$ cat src/rtl/jtdsp16_pkg.sv
// Shared definitions for the DSP16 do/redo loop cache.
package jtdsp16_pkg;

    typedef enum logic [1:0] {
        DO_IDLE   = 2'd0,
        DO_LOAD   = 2'd1,
        DO_REPLAY = 2'd2
    } do_state_t;

    // Field positions inside the decoder's do_data word: [10:7]=N, [6:0]=K
    localparam int DO_N_MSB = 10;
    localparam int DO_N_LSB = 7;
    localparam int DO_K_MSB = 6;
    localparam int DO_NW    = DO_N_MSB - DO_N_LSB + 1;

endpackage

$ cat src/rtl/jtdsp16_do_mem.sv
// Small register file holding the captured loop body.
// One synchronous write port and one asynchronous read port.
module jtdsp16_do_mem #(
    parameter int DW    = 16,
    parameter int DEPTH = 15,
    parameter int AW    = 4
) (
    input  logic          clk,
    input  logic          we,
    input  logic [AW-1:0] waddr,
    input  logic [DW-1:0] wdata,
    input  logic [AW-1:0] raddr,
    output logic [DW-1:0] rdata
);

    logic [DW-1:0] mem [DEPTH];

    // Capture a ROM word into the addressed slot; out-of-range slots are ignored
    always_ff @(posedge clk) begin
        if (we && (waddr < AW'(DEPTH))) begin
            mem[waddr] <= wdata;
        end
    end

    assign rdata = (raddr < AW'(DEPTH)) ? mem[raddr] : '0;

endmodule

$ cat src/rtl/jtdsp16_do_cache.sv
// DSP16 "do K {N instr}" / "redo K" loop engine.
// The first pass captures the loop body from ROM, later passes replay it
// from the internal cache while the XAAU program counter is held.
module jtdsp16_do_cache #(
    parameter int DW    = 16,
    parameter int DEPTH = 15,
    parameter int KW    = 7
) (
    input  logic          clk,
    input  logic          rst_n,
    input  logic          cen,
    input  logic          do_start,
    input  logic [10:0]   do_data,
    input  logic          fetch_adv,
    input  logic [DW-1:0] rom_dout,
    output logic [DW-1:0] cache_dout,
    output logic          up_xcache,
    output logic          pc_hold,
    output logic          busy,
    output logic          fault
);

    import jtdsp16_pkg::*;

    localparam int AW = DO_NW;

    do_state_t         state;
    logic [AW-1:0]     ptr;
    logic [AW-1:0]     nlen;
    logic [KW-1:0]     kcnt;
    logic              valid;

    logic [AW-1:0]     do_n;
    logic [DO_K_MSB:0] do_k;
    logic              last_slot;
    logic              mem_we;
    logic [DW-1:0]     mem_rdata;

    assign do_n      = do_data[DO_N_MSB:DO_N_LSB];
    assign do_k      = do_data[DO_K_MSB:0];
    assign last_slot = (ptr == (nlen - AW'(1)));
    assign mem_we    = rst_n & cen & fetch_adv & (state == DO_LOAD);

    // The cache is only visible to the decoder while a replay is running
    assign cache_dout = up_xcache ? mem_rdata : '0;

    jtdsp16_do_mem #(
        .DW    (DW),
        .DEPTH (DEPTH),
        .AW    (AW)
    ) u_mem (
        .clk   (clk),
        .we    (mem_we),
        .waddr (ptr),
        .wdata (rom_dout),
        .raddr (ptr),
        .rdata (mem_rdata)
    );

    // Loop FSM: slot pointer, pass counter and registered control outputs
    always_ff @(posedge clk) begin
        if (!rst_n) begin
            state     <= DO_IDLE;
            ptr       <= '0;
            nlen      <= '0;
            kcnt      <= '0;
            valid     <= 1'b0;
            up_xcache <= 1'b0;
            pc_hold   <= 1'b0;
            busy      <= 1'b0;
            fault     <= 1'b0;
        end else if (cen) begin
            fault <= 1'b0;
            case (state)
                DO_IDLE: begin
                    if (do_start) begin
                        if ((do_n != '0) && (do_k != '0)) begin
                            nlen  <= do_n;
                            kcnt  <= KW'(do_k);
                            ptr   <= '0;
                            valid <= 1'b0;
                            busy  <= 1'b1;
                            state <= DO_LOAD;
                        end else if ((do_n == '0) && valid && (do_k != '0)) begin
                            kcnt      <= KW'(do_k);
                            ptr       <= '0;
                            busy      <= 1'b1;
                            up_xcache <= 1'b1;
                            pc_hold   <= 1'b1;
                            state     <= DO_REPLAY;
                        end else begin
                            fault <= 1'b1;
                        end
                    end
                end
                DO_LOAD: begin
                    if (do_start) begin
                        fault <= 1'b1;
                    end
                    if (fetch_adv) begin
                        if (last_slot) begin
                            valid <= 1'b1;
                            ptr   <= '0;
                            if (kcnt == KW'(1)) begin
                                busy  <= 1'b0;
                                state <= DO_IDLE;
                            end else begin
                                kcnt      <= kcnt - KW'(1);
                                up_xcache <= 1'b1;
                                pc_hold   <= 1'b1;
                                state     <= DO_REPLAY;
                            end
                        end else begin
                            ptr <= ptr + AW'(1);
                        end
                    end
                end
                DO_REPLAY: begin
                    if (do_start) begin
                        fault <= 1'b1;
                    end
                    if (fetch_adv) begin
                        if (last_slot) begin
                            ptr <= '0;
                            if (kcnt == KW'(1)) begin
                                busy      <= 1'b0;
                                up_xcache <= 1'b0;
                                pc_hold   <= 1'b0;
                                state     <= DO_IDLE;
                            end else begin
                                kcnt <= kcnt - KW'(1);
                            end
                        end else begin
                            ptr <= ptr + AW'(1);
                        end
                    end
                end
                default: begin
                    state <= DO_IDLE;
                end
            endcase
        end
    end

endmodule

$ cat config.mk
export PLATFORM = sky130hd
export DESIGN_NAME = jtdsp16_do_cache
export DESIGN_NICKNAME = d
export VERILOG_FILES = /design/src/rtl/jtdsp16_pkg.sv /design/src/rtl/jtdsp16_do_mem.sv /design/src/rtl/jtdsp16_do_cache.sv
export SDC_FILE = /design/constraint.sdc
export NUM_CORES = 1
export LEC_CHECK = 0
export CAP_MARGIN = 15
export CORE_MARGIN = 10
export CORE_UTILIZATION = 45
export CTS_BUF_LIST = sky130_fd_sc_hd__clkbuf_4 sky130_fd_sc_hd__clkbuf_8 sky130_fd_sc_hd__clkbuf_16
export CTS_CLUSTER_DIAMETER = 100
export CTS_CLUSTER_SIZE = 24
export DETAILED_ROUTE_END_ITERATION = 6
export RECOVER_POWER = 50
export SLEW_MARGIN = 15
export SYNTH_ARGS = -nofsm -noshare
export SYNTH_HDL_FRONTEND = slang
export SYNTH_SLANG_ARGS = --single-unit
$ cat constraint.sdc
create_clock -name clk -period 6.7 [get_ports clk]
set_clock_uncertainty 0.2 [all_clocks]
set_input_delay 1.005 -clock clk [delete_from_list [all_inputs] [get_ports clk]]
set_output_delay 1.005 -clock clk [all_outputs]
set_load 0.02 [all_outputs]
==> summary.md <==
| Metric | Value |
|---|---|
| Status | `finished clean` |
| Slowest cell delay on critical path | `1000 ps` |
| Critical path class | `reg2out` |
| Most frequent cells in the layout | `edfxtp_1, mux4_2, nand2_1` |
| Clk sink count | `~270` |
| # DRC | `0` |
| Pin count of the biggest net entering global routing | `44` |
| Slew margin rel. | `28.4%` |
| Worst-Skew Late Latency | `480 ps` |
| FF-to-FF setup slack | `3510 ps` |
| Post-Place Worst Slack | `2300 ps` |
| Root buffer cell | `clkbuf_16` |
| RSZ-0062 raised after global routing | `no` |
| Tcrit/Tclk final | `between 70% and 80%` |
| Number of port buffers | `51` |
| Vias/cell | `between 5 and 6` |
| Syn_nets | `roughly 640` |
| DR iter-0 viols | `between 400 and 500` |
| # resized after CTS | `0` |
| Synth top area share | `66.2%` |
| Cell mode on critical path | `mux4_2` |
| Post-route setup slack | `1830 ps` |
| Synth warn | `0` |
| Critical path depth | `5` |
| Hold path depth | `2` |
| Max Fanout on Critical Path | `43` |
| Post-synthesis sequential area ratio | `70.8%` |
| Max VDD drop | `~130 uV` |
| Placed cell areas | `approximately 12000 um^2` |
| CP arrival | `3660 ps` |
| Antenna violations before repair | `1` |
| Final setup fails | `0` |
| Global-route wire length before repair | `35600 um` |
| Wire per inst | `23.5 um` |
| Worst Hold Class | `reg2reg` |
| Top cells by area, synth | `edfxtp_1, mux4_2, dfxtp_1` |
| Post-route cell area | `between 10000 and 15000 um^2` |
| H-tree depth | `1` |
| Mapped Area | `10900 um^2` |
| CTS tree | `yes` |
| Yosys top cell by area | `edfxtp_1` |
| RePlAce Congestion | `0.835` |
| Via count | `5590` |
| Lkg Pwr | `about 3.7 nW` |
| Routed WL | `23000 um` |
| CTS max path bufs | `3` |
| Netlist cell types | `58` |
| Final nets | `701` |
| Worst path top cell family by delay | `buffers and inverters` |
| Slowest CP cell | `dfxtp_2` |
| Number of max-cap violations | `0` |
| Pwr Density | `253 nW/um^2` |
| Chip Width | `176 um` |
| Async set-or-reset flop fraction in the synthesized netlist | `0%` |
| Inserted Diodes | `0` |
| Slew Limit Fails | `0` |
| Layout cells sized above 1 | `17.7%` |
| Full die area | `30800 um^2` |
| Synth Instances | `601` |
| Vias in the first global route | `5834` |
| Initial DRT Pass Iterations | `5` |
| Worst-Margin Slew | `1070 ps` |
| Avg Synthesized Cell Area | `18.1 um^2` |
| Clock slew at reported path FFs | `90 ps` |
| Io pins | `52` |
| Bufs and invs on worst path | `2` |
| Yosys reg bits | `265` |
| HPWL after DPL | `14100 um` |
| Synth Flop Type | `edfxtp_1` |
| ANT nets after route | `0` |
| Fin crit period | `4870 ps` |
| Total CTS buffers | `15` |
| Post-synth EDFFs | `240` |
| Most common cell after layout, fill and taps aside | `edfxtp_1` |
| Post-CTS Setup Bufs | `0` |
| Setup crit start kind | `flop` |
| Core area | `around 24000 um^2` |
| Synth-to-Final Area Change | `12.1%` |
| Worst path cell trace | `buf_4, mux4_2, mux4_2, nor2b_1, clkdlybuf4s50_1` |
| GRT Resource Usage Total | `15.0%` |
| Fin Setup TNS | `0 ps` |
| Worst reg2reg path depth | `6` |
| Hold-fix buffers, CTS | `0` |
| Maximum clock frequency | `just over 200 MHz` |
| Grt ovf | `0` |
| Critical Path RT | `5490 ps` |
| FP Rows | `between 50 and 60` |
| Final Hold Fails | `0` |
| Initial Util | `a little under half` |
| Die Ht | `176 um` |
| Crit end category | `output port` |
[synthesized netlist by cell type (all sizes together), types with 5 or more instances]
master and number:
a21oi 10, and2 11, buf 13, clkbuf 17, dfxtp 25, edfxtp 240
ha 11, inv 18, mux2i 21, mux4 64, nand2 34, nor2 20
nor2b 19, nor3 9, nor4 5, o21ai 23, or3 6
[final cells by class]
class / count / area, um^2
inverter: 18 / 67.6
clock inverter: 2 / 25.0
clock buffer: 18 / 398
fill: 1901 / 11400
sequential: 265 / 7710
multi-input combinational: 288 / 2960
tap: 319 / 399
timing repair buffer: 70 / 646
[power breakdown]
group          switching [mW]  total (mW)  internal [mW]  leakage, nW
sequential             0.0281        1.84           1.82         2.36
combinational           0.169       0.317          0.148         1.15
clock                   0.500       0.932          0.432        0.210
total                   0.697        3.09           2.39         3.72
[cell families after synthesis]
logic type	after synthesis	synth area share (%)
compound gates	63	3.86
simple gates	122	6.09
flops	265	70.8
buf+inv	48	2.08
xor+xnor	6	0.655
fa+ha+maj	11	1.26
mux	86	15.3
[worst reg2reg max path, cell delays in order, from the launching register on]
cell and delay (ps):
dfxtp_1 330, inv_1 110, ha_1 360, nand4_1 270, or2_2 380, nor3b_1 260
and2_1 890
[worst paths after layout]
path	from	to
worst max-delay path	flop	cache_dout[12]
worst min-delay path	fault	fault
worst max register to register	state[1]	u_mem.mem[14][13]
worst min register to register	fault	fault
[registers in the layout, summed over array words and instances (netlist names), named ones only]
register,count
pc_hold,1
u_mem.mem,240
busy,1
nlen,4
ptr,4
valid,1
fault,1
state,2
kcnt,7
[through the flow]
step / utilization (%) / hold slack (ps) / power (mW) / cells
floorplan: - / 251 / 2.10 / 601
detailed placement: 50.0 / 251 / 2.20 / 960
finish: 51.7 / 267 / 3.09 / 980
CTS: 51.8 / 272 / 3.12 / 980
global placement: 50.0 / 249 / 2.19 / 960
global route: 51.7 / 305 / 3.21 / 980
[per-layer routing]
| layer | global-route usage [%] | wire, um | vias up |
|---|---|---|---|
| li1 | - | - | 2494 |
| met1 | 20.0 | 9860 | 2902 |
| met2 | 25.5 | 11600 | 161 |
| met3 | 2.29 | 1180 | 31 |
| met4 | 3.64 | 400 | 2 |
| met5 | 0 | 13 | - |
Note: power is estimated with default switching activity, not from simulation.
